File: config.mk
export PLATFORM = sky130hd
export DESIGN_NAME = d_latch_writer
export DESIGN_NICKNAME = d
export VERILOG_FILES = /design/src/rtl/d_latch_writer.sv
export SDC_FILE = /design/constraint.sdc
export NUM_CORES = 1
export LEC_CHECK = 0
export CELL_PAD_IN_SITES_DETAIL_PLACEMENT = 2
export CELL_PAD_IN_SITES_GLOBAL_PLACEMENT = 2
export CORE_MARGIN = 4
export CORE_UTILIZATION = 22
export DETAILED_ROUTE_END_ITERATION = 10
export PLACE_DENSITY_LB_ADDON = 0.1
export REMOVE_ABC_BUFFERS = 1
export SETUP_SLACK_MARGIN = 0.02
export SLEW_MARGIN = 20
export SYNTH_ARGS = -nofsm -noshare
export SYNTH_HDL_FRONTEND = slang
export SYNTH_SLANG_ARGS = --single-unit
File: constraint.sdc
create_clock -name Clk -period 1.5 [get_ports Clk]
set_input_delay 0.3 -clock Clk [delete_from_list [all_inputs] [get_ports Clk]]
set_output_delay 0.3 -clock Clk [all_outputs]
set_load 0.02 [all_outputs]
File: src/rtl/d_latch_writer.sv
// Write sequencer for a bank of transparent D latches: drives D/En with programmable
// setup, enable-pulse and hold intervals, then confirms the store through Q/Qbar.
module d_latch_writer #(
    parameter int unsigned WIDTH     = 8,
    parameter int unsigned SETUP_CYC = 1,
    parameter int unsigned PULSE_CYC = 2,
    parameter int unsigned HOLD_CYC  = 1
) (
    input  logic             Clk,
    input  logic             Reset,
    input  logic             Start,
    input  logic [WIDTH-1:0] Data_in,
    output logic [WIDTH-1:0] D,
    output logic             En,
    input  logic [WIDTH-1:0] Q,
    input  logic [WIDTH-1:0] Qbar,
    output logic             Busy,
    output logic             Done,
    output logic             Error
);

    localparam int unsigned MAX_SP  = (SETUP_CYC > PULSE_CYC) ? SETUP_CYC : PULSE_CYC;
    localparam int unsigned MAX_CYC = (MAX_SP > HOLD_CYC) ? MAX_SP : HOLD_CYC;
    localparam int unsigned CNT_W   = $clog2(MAX_CYC + 1);

    localparam logic [CNT_W-1:0] SETUP_LOAD = CNT_W'(SETUP_CYC - 1);
    localparam logic [CNT_W-1:0] PULSE_LOAD = CNT_W'(PULSE_CYC - 1);
    localparam logic [CNT_W-1:0] HOLD_LOAD  = CNT_W'(HOLD_CYC - 1);
    localparam logic [CNT_W-1:0] CNT_ONE    = CNT_W'(1);

    typedef enum logic [1:0] {
        IDLE  = 2'd0,
        SETUP = 2'd1,
        PULSE = 2'd2,
        HOLD  = 2'd3
    } state_t;

    state_t           state;
    logic [CNT_W-1:0] cnt;
    logic [WIDTH-1:0] word;
    logic             mismatch_c;

    // Readback is only meaningful on the last hold edge, where the latches are closed.
    assign mismatch_c = (Q != word) || (Qbar != ~word);

    // Sequencer: each interval counts down from its length minus one to zero.
    always_ff @(posedge Clk or posedge Reset) begin
        if (Reset) begin
            state <= IDLE;
            cnt   <= '0;
            word  <= '0;
            D     <= '0;
            En    <= 1'b0;
            Busy  <= 1'b0;
            Done  <= 1'b0;
            Error <= 1'b0;
        end else begin
            Done <= 1'b0;
            case (state)
                IDLE: begin
                    if (Start) begin
                        D     <= Data_in;
                        word  <= Data_in;
                        Busy  <= 1'b1;
                        Error <= 1'b0;
                        cnt   <= SETUP_LOAD;
                        state <= SETUP;
                    end
                end
                SETUP: begin
                    if (cnt == '0) begin
                        En    <= 1'b1;
                        cnt   <= PULSE_LOAD;
                        state <= PULSE;
                    end else begin
                        cnt <= cnt - CNT_ONE;
                    end
                end
                PULSE: begin
                    if (cnt == '0) begin
                        En    <= 1'b0;
                        cnt   <= HOLD_LOAD;
                        state <= HOLD;
                    end else begin
                        cnt <= cnt - CNT_ONE;
                    end
                end
                HOLD: begin
                    if (cnt == '0) begin
                        Error <= mismatch_c;
                        Done  <= 1'b1;
                        Busy  <= 1'b0;
                        state <= IDLE;
                    end else begin
                        cnt <= cnt - CNT_ONE;
                    end
                end
                default: begin
                    En    <= 1'b0;
                    Busy  <= 1'b0;
                    state <= IDLE;
                end
            endcase
        end
    end

endmodule

==> Yosys cells after proc, flatten, opt, wreduce, memory -nomap -nowiden <==
Cells that the tools add are included.
{ "word_totals": {"out_inout_bits": 12, "word_cells": 49, "in_bits": 27, "regBits": 16} }
{ "op_classes": {"muxes": 20, "bitwise_logic": 1, "n_addsub": 1, "reduce_logical": 10, "eq_ne": 10} }
{ "op_table": {"columns": ["operator", "n"], "rows": [
  ["$mux 2", 8],
  ["$ne 8x8->1", 2],
  ["$pmux 2 s4", 2],
  ["$ne 2x2->1 const B", 5],
  ["$not 8->8", 1],
  ["$mux 1", 7],
  ["$pmux 1 s2", 3],
  ["$reduce_and 3->1", 2],
  ["$eq 2x2->1 const B", 2],
  ["$logic_not 2->1", 2],
  ["$reduce_and 2->1", 2],
  ["$reduce_and 4->1", 1],
  ["$reduce_bool 2->1", 2],
  ["$eq 2x1->1 const B", 1],
  ["$sub 2x1->2 const B", 1],
  ["$logic_or 1x1->1", 1]
]} }

==> Logic depth before layout (Yosys ltp) <==
Gate-level depths: netlist of the first run.
{ "logic_depth": {"word_depth": 5, "mapped_depth": 6, "depth_no_buf": 6} }

==> Least setup slack after synthesis of the first run <==
OpenSTA, ideal clock, no wires.
{ "synth_path": {"kind": "flip-flop to flip-flop", "startpoint": "register word[2]", "endpoint": "register Error", "path_slack_ns": -0.102, "path_stages_with_launch": 5, "period_less_slack_ns": 1.602, "required_ns": 1.378, "n_path_buf": 0, "setup_time_ns": 0.122, "arrival_ns": 1.480, "cell_sequence": "dfrtp_1 > nor3b_1 > o22ai_1 > or4_1 > a32o_1"} }
{ "synth_between": {"elab_chain_len": 5, "elab_cells_between_ends": 6, "classes_between": "eq/ne: 2; mux: 2; bitwise: 1; reduce/logical: 1"} }
{ "synth_lines": {"columns": ["item", "line_no", "source"], "rows": [
  ["from (decl)", "40", "logic [WIDTH-1:0] word;"],
  ["from (signal assigned)", "63", "word <= Data_in;"],
  ["$not 8->8", "44", "assign mismatch_c = (Q != word) || (Qbar != ~word);"],
  ["$ne 8x8->1", "44", null],
  ["$logic_or 1x1->1 (*)", "44", null],
  ["$mux 1 (*)", "89", "if (cnt == '0) begin"],
  ["$pmux 1 s2 (*)", "59", "case (state)"],
  ["to (signal assigned)", "90", "Error <= mismatch_c;"],
  ["to (decl)", "19", "output logic Error"]
]} }
Mark *: on every way between the ends. The rest lies on a longest branch, timed or not. The select of a mux whose other input is x is not followed.
A chain may end at the register's enable or synchronous reset.

==> Worst setup path after layout of the first run <==
{ "layout_path": {"startpoint": "input port Qbar[1]", "endpoint": "register Error"} }
{ "layout_between": {"elab_chain_len": 4} }
{ "layout_lines": {"columns": ["item", "line_no", "source"], "rows": [
  ["from (decl)", "16", "input logic [WIDTH-1:0] Qbar,"],
  ["$ne 8x8->1", "44", null],
  ["$logic_or 1x1->1", "44", null],
  ["$mux 1", "89", null],
  ["$pmux 1 s2", "59", null]
]} }
No other way between the ends. The select of a mux whose other input is x is not followed.

==> results.py, run 1 <==
metrics = {
    "status": {
        "status": "finished, violations left",
        "violations": "negative setup slack",
    },
    "timing": {
        "fmax_ghz": 0.630,
        "rsz0062_at_grt": "true",
        "skew_ps": 2.31,
        "hold_ws_ps": 363,
        "tightest_slew_ps": 224,
        "slew_headroom_pct": 85.0,
        "final-setup-viol-count": 2,
        "min_period_ps": 1590,
        "hold_viol": 0,
        "post-route-period-util_pct": 106,
        "slew_violations": 0,
        "setup_ws_ps": -86.7,
    },
    "die": {
        "rows": 23,
        "die_h_um": 73.0,
        "ioPinCount": 39,
        "start_util_pct": 23.0,
        "die_area_mm2": 0.00532,
        "die_width_um": 73.0,
        "core_area_mm2": 0.00403,
    },
    "place": {
        "gp_congestion": 0.708,
        "place_area_mm2": 0.00148,
        "place_hpwl_um": 2350,
        "dpl.cell_count": 191,
        "io_buffers": 38,
        "place_ws_ps": -476,
    },
    "clocking": {
        "cts_root_buffer": "clkbuf_8",
        "cts.sink_count": 16,
        "cts_tree": "done",
        "clkLatencyLatePin_ps": 250,
        "clk_path_buf_depth": 2,
        "clkTransAtPathRegs_ps": 70,
        "hold_buffers": 0,
        "htreeDepth": 1,
        "numCtsBuffers": 3,
    },
    "finish": {
        "final_cells": 197,
        "antenna_cells": 0,
        "stdcell_area_mm2": 0.00163,
        "area_delta_synth_final_pct": 75.2,
        "fin_nets": 183,
        "fill_cells": 441,
        "drive_above_1_share_pct": 32.0,
        "seq_area_um2": 400,
        "multi_input_area_um2": 573,
    },
    "global_routing": {
        "grt_max_degree": 17,
        "grt_pass1_vias": 1029,
        "antenna_found_initial": 0,
        "grt_pass1_wl_um": 4730,
        "grt_usage_pct": 11.7,
        "globalRoute.totalOverflow": 0,
    },
    "critical_path": {
        "endpoint_kind": "flip-flop",
        "start_kind": "input pin",
        "path_cells": "clkdlybuf4s50_1 > nor3b_1 > o22ai_1 > or4_1 > a32o_1",
        "r2r_slack_ps": -70,
        "cp_max_fo": 2,
        "max_stage_delay_ps": 460,
        "path_buf_inv": 1,
        "path_class": "in2reg",
        "timing.rr.start": "word[2]$_DFFE_PP0P_",
        "slowest_stage": "clkdlybuf4s50_1",
        "cp.arrival_ps": 1730,
        "crit_family": "simple AND/OR/NAND/NOR gates",
        "r2r_cells": 4,
        "reg2reg_to": "Error$_DFFE_PP0P_",
        "crit_required_ps": 1640,
    },
    "power": {
        "powerDensity_mw_per_mm2": 1830,
        "power.leakage_nw": 0.814,
        "total_power_mw": 2.97,
        "peakVddDrop_uv": 790,
    },
    "logic_synthesis": {
        "synth_most_common_cell": "dfrtp_1",
        "syn_inst": 88,
        "synth-seq-area-share_pct": 43.1,
        "synth_flop_cell": "dfrtp_1",
        "ys_top_cells_by_count": "16 x dfrtp_1, 9 x mux2_2, 8 x and3b_1, 8 x ha_1, 8 x nor3b_1",
        "synth_area_leaders": "dfrtp_1 43%, mux2_2 11%, ha_1 11%",
        "synth_area_per_cell_um2": 10.5,
        "yosysWarnings": 0,
        "synth.largest_area_cell": "dfrtp_1",
        "synth_cell_types": 18,
        "synth-edff-count": 0,
        "synthArstFlopShare_pct": 100,
        "syn-cell-area_um2": 928,
        "synth_top_area_share_pct": 43.1,
        "synth_seq_cells": 16,
    },
    "route": {
        "detail_route.iter0.violations": 20,
        "routed-via-count": 920,
        "drt_first_pass_iters": 3,
        "viasPerCell": 4.67,
        "drc": 0,
        "final_antenna_net_count": 0,
        "wl_um": 3020,
        "wire_per_inst_um": 15.3,
    },
    "flow_run": {
        "drv_cap": 0,
    },
    "hold_path": {
        "min_path_type": "in2async",
    },
}
worst max-delay path by stage:
stage                         from           endpoint  slack [ps]  cells after the start
2_1_floorplan  word[2]$_DFFE_PP0P_  Error$_DFFE_PP0P_        -100                      4
3_3_place_gp               Qbar[6]  Error$_DFFE_PP0P_        -460                      5
4_1_cts                    Qbar[5]  Error$_DFFE_PP0P_        -130                      5
5_1_grt        word[7]$_DFFE_PP0P_  Error$_DFFE_PP0P_        -140                      4
3_5_place_dp               Qbar[2]  Error$_DFFE_PP0P_        -480                      5
6_report                   Qbar[1]  Error$_DFFE_PP0P_         -90                      5
metal layers:
layer | vias up | part of all wire (%) | wire length (µm) | GRT usage (%)
met5 | - | 0 | 0 | 0
met4 | 0 | 1.4 | 42 | 4.30
met3 | 5 | 6.9 | 209 | 3.58
met2 | 26 | 51 | 1530 | 19.4
met1 | 455 | 41 | 1230 | 14.3
li1 | 434 | - | - | -
logic make-up (layout without fill, tap and decap cells):
kind of cell | after synthesis | after routing | share of synthesized area, %
adder cells (fa/ha/maj) | 8 | 8 | 10.8
AND/OR/NAND/NOR | 30 | 30 | 20.9
buffers and inverters | 7 | 66 | 2.83
multiplexers | 9 | 9 | 10.9
flip-flops | 16 | 16 | 43.1
AO/OA/AOI/OAI | 18 | 18 | 11.5
state kept, by name (all words and copies together), names as in the netlist:
| name | cells |
|---|---|
| Done | 1 |
| Error | 1 |
| En | 1 |
| Busy | 1 |
| cnt | 2 |
| word | 8 |
| state | 2 |
cell usage in the layout (no fill, tap or decap), drive strengths merged:
cell,instances
a21oi,6
a22o,1
a32o,1
and3b,8
buf,17
clkbuf,4
clkdlybuf4s50,15
dfrtp,16
dlygate4sd2,15
dlymetal6s2s,8
ha,8
inv,7
mux2,9
nand2,7
nand2b,1
nor2,2
nor2b,1
nor3,2
nor3b,8
o21ai,5
o22ai,4
o31ai,1
or4,1
final cells by class:
type | instances | area share (%)
Multi-Input combinational cell | 65 | 35.2
Timing Repair Buffer | 55 | 31.3
Sequential cell | 16 | 24.6
Tap cell | 50 | 3.85
Clock buffer | 4 | 3.38
Inverter | 7 | 1.62
power breakdown:
part / leakage (nW) / switching [mW] / internal, mW
Combinational: 0.593 / 0.865 / 0.886
Clock: 0.0288 / 0.162 / 0.233
Sequential: 0.192 / 0.176 / 0.650
Total: 0.814 / 1.20 / 1.77
worst reg2reg max path, delay by kind of cell (launching register included):
kind	cells	cell delay, ps
flops	1	410
compound gates	2	370
simple gates	2	680
timing repair:
item                       4_1_cts  5_1_grt
gates resized for setup         25       18
pin swaps                        2        6
setup endpoints to repair       16       10
setup buffers                    0        2
stage by stage:
step	util, %	TNS [ps]
2_1_floorplan	-	-102
3_3_place_gp	36.8	-594
3_5_place_dp	36.8	-677
4_1_cts	38.5	-154
5_1_grt	40.4	-195
6_report	40.4	-101
Power figures use the tool's default switching activity.
==> run 2, diff against run 1 <==
--- a/config.mk
+++ b/config.mk
@@ -7,7 +7,7 @@
 export LEC_CHECK = 0
 export CELL_PAD_IN_SITES_DETAIL_PLACEMENT = 2
 export CELL_PAD_IN_SITES_GLOBAL_PLACEMENT = 2
-export CORE_MARGIN = 4
+export CORE_MARGIN = 5
 export CORE_UTILIZATION = 22
 export DETAILED_ROUTE_END_ITERATION = 10
 export PLACE_DENSITY_LB_ADDON = 0.1
==> run 2 against run 1 <==
Against the previous run: the run still ends with negative setup slack left; clock-buffer cell count unchanged; cell count increased by 1.5%; clock skew grew 1.0 ps; sequential share of layout area down 1.1 points; power increased by 7.0%; critical path depth is 1 lower; via count shrank 0.43%; design area increased by 4.7%; worst hold slack got worse by 7.1 ps; largest cell class unchanged; highest routed layer unchanged.
==> results.py, run 2 (same netlist as run 1, synthesis figures left out) <==
metrics = {
    "status": {
        "status": "finished, violations left",
        "violations": "negative setup slack",
    },
    "critical_path": {
        "endpoint_kind": "flip-flop",
        "r2r_slack_ps": -100,
        "path_class": "reg2reg",
        "cp.arrival_ps": 1750,
        "start_kind": "flip-flop",
        "timing.rr.start": "word[7]$_DFFE_PP0P_",
        "cp_max_fo": 4,
        "r2r_cells": 4,
        "reg2reg_to": "Error$_DFFE_PP0P_",
        "crit_required_ps": 1650,
    },
    "power": {
        "p_sw_mw": 1.29,
        "sequentialPowerShare_pct": 26.2,
        "internal_power_mw": 1.89,
        "switching_share_pct": 40.6,
        "p_clk_share_pct": 12.9,
        "powerDensity_mw_per_mm2": 1870,
        "power.leakage_nw": 0.858,
        "peakVddDrop_uv": 736,
        "pwr-share-comb_pct": 60.9,
        "total_power_mw": 3.18,
    },
    "global_routing": {
        "grt_pass1_vias": 1047,
        "grt_max_degree": 17,
        "globalRoute.totalOverflow": 0,
        "antenna_found_initial": 0,
        "grt_usage_pct": 11.8,
        "grt_pass1_wl_um": 5010,
    },
    "place": {
        "place_area_mm2": 0.00150,
        "dpl.cell_count": 191,
        "io_buffers": 38,
        "place_hpwl_um": 2360,
        "gp_congestion": 0.710,
    },
    "clocking": {
        "clk_path_buf_depth": 2,
        "clkLatencyLatePin_ps": 260,
        "cts.sink_count": 16,
        "hold_buffers": 0,
        "htreeDepth": 1,
        "clkTransAtPathRegs_ps": 70,
        "cts_tree": "done",
        "numCtsBuffers": 3,
        "cts_root_buffer": "clkbuf_8",
    },
    "route": {
        "wl_um": 3230,
        "drc": 0,
        "routed-via-count": 916,
        "wl_met2_um": 1730,
        "wl_met3_um": 194,
        "highest_layer": "met4",
        "viasPerCell": 4.58,
        "detail_route.iter0.violations": 6,
        "final_antenna_net_count": 0,
        "drt-met1-wl_um": 1290,
        "wire_per_inst_um": 16.2,
        "drt_first_pass_iters": 2,
    },
    "die": {
        "die_area_mm2": 0.00562,
        "rows": 23,
        "ioPinCount": 39,
        "die_h_um": 75.0,
        "start_util_pct": 22.9,
        "core_area_mm2": 0.00406,
        "die_width_um": 75.0,
    },
    "timing": {
        "min_period_ps": 1600,
        "post-route-period-util_pct": 107,
        "fmax_ghz": 0.624,
        "slew_violations": 0,
        "final-setup-viol-count": 1,
        "skew_ps": 3.31,
        "tightest_slew_ps": 238,
        "hold_viol": 0,
        "slew_headroom_pct": 84.1,
        "setup_ws_ps": -103,
        "rsz0062_at_grt": "true",
    },
    "finish": {
        "antenna_cells": 0,
        "area_delta_synth_final_pct": 83.4,
        "regMostFlops": "word",
        "fin_nets": 186,
        "mostFrequentLayoutCell": "buf_4",
        "final_cells": 200,
        "drive_above_1_share_pct": 34.0,
        "largest_reg_flops": 8,
        "largest_registers": "word x8, cnt x2, state x2",
        "layout_common_cells": "18 x buf_4, 16 x dfrtp_1, 16 x clkdlybuf4s50_1",
        "stdcell_area_mm2": 0.00170,
    },
    "hold_path": {
        "min_path_type": "in2async",
    },
    "flow_run": {
        "drv_cap": 0,
    },
}
run 2: area by class of cell:
type	count	area, µm²
fillers	433	2350
multi-input cells	65	606
repair buffers	58	553
flip-flops and latches	16	400
well taps	50	62.6
clock buffers	4	55.1
inverters	7	26.3
run 2: worst max path at each step:
stage | start | slack (ps) | to
2_1_floorplan | word[2]$_DFFE_PP0P_ | -100 | Error$_DFFE_PP0P_
3_3_place_gp | Qbar[5] | -460 | Error$_DFFE_PP0P_
3_5_place_dp | Qbar[3] | -520 | Error$_DFFE_PP0P_
4_1_cts | Q[2] | -180 | Error$_DFFE_PP0P_
5_1_grt | word[7]$_DFFE_PP0P_ | -170 | Error$_DFFE_PP0P_
6_report | word[7]$_DFFE_PP0P_ | -100 | Error$_DFFE_PP0P_
run 2: metrics by stage:
| stage | utilization [%] | hold slack, ps | setup slack (ps) | setup TNS (ps) |
|---|---|---|---|---|
| 3_5_place_dp | 36.9 | 493 | -515 | -748 |
| 4_1_cts | 38.9 | 362 | -181 | -181 |
| 3_3_place_gp | 36.9 | 473 | -458 | -617 |
| 5_1_grt | 42.0 | 411 | -174 | -221 |
| 6_report | 42.0 | 356 | -103 | -103 |
| 2_1_floorplan | - | 214 | -102 | -102 |
run 2: routing by layer:
layer | track usage [%] | vias up
li1 | - | 442
met2 | 21.5 | 24
met5 | 0 | -
met1 | 13.7 | 446
met3 | 3.20 | 4
met4 | 2.96 | 0
run 2: critical path: stages (launching register included):
cell     delay, ps
dfrtp_1        420
nor3b_2        210
o22ai_2        100
or4_1          530
a32o_1         230
run 2: what timing repair did:
item,4_1_cts,5_1_grt
setup endpoints to repair,16,4
gates resized for setup,24,25
pin swaps,0,8
buffers inserted,1,4
run 2: power by group through the flow:
stage          registers [mW]  logic [mW]  clock network, mW
2_1_floorplan            1.00       0.663                  0
3_3_place_gp            0.802        1.71                  0
3_5_place_dp            0.824        1.77                  0
4_1_cts                 0.825        1.74              0.431
5_1_grt                 0.870        2.15              0.444
6_report                0.832        1.94              0.410
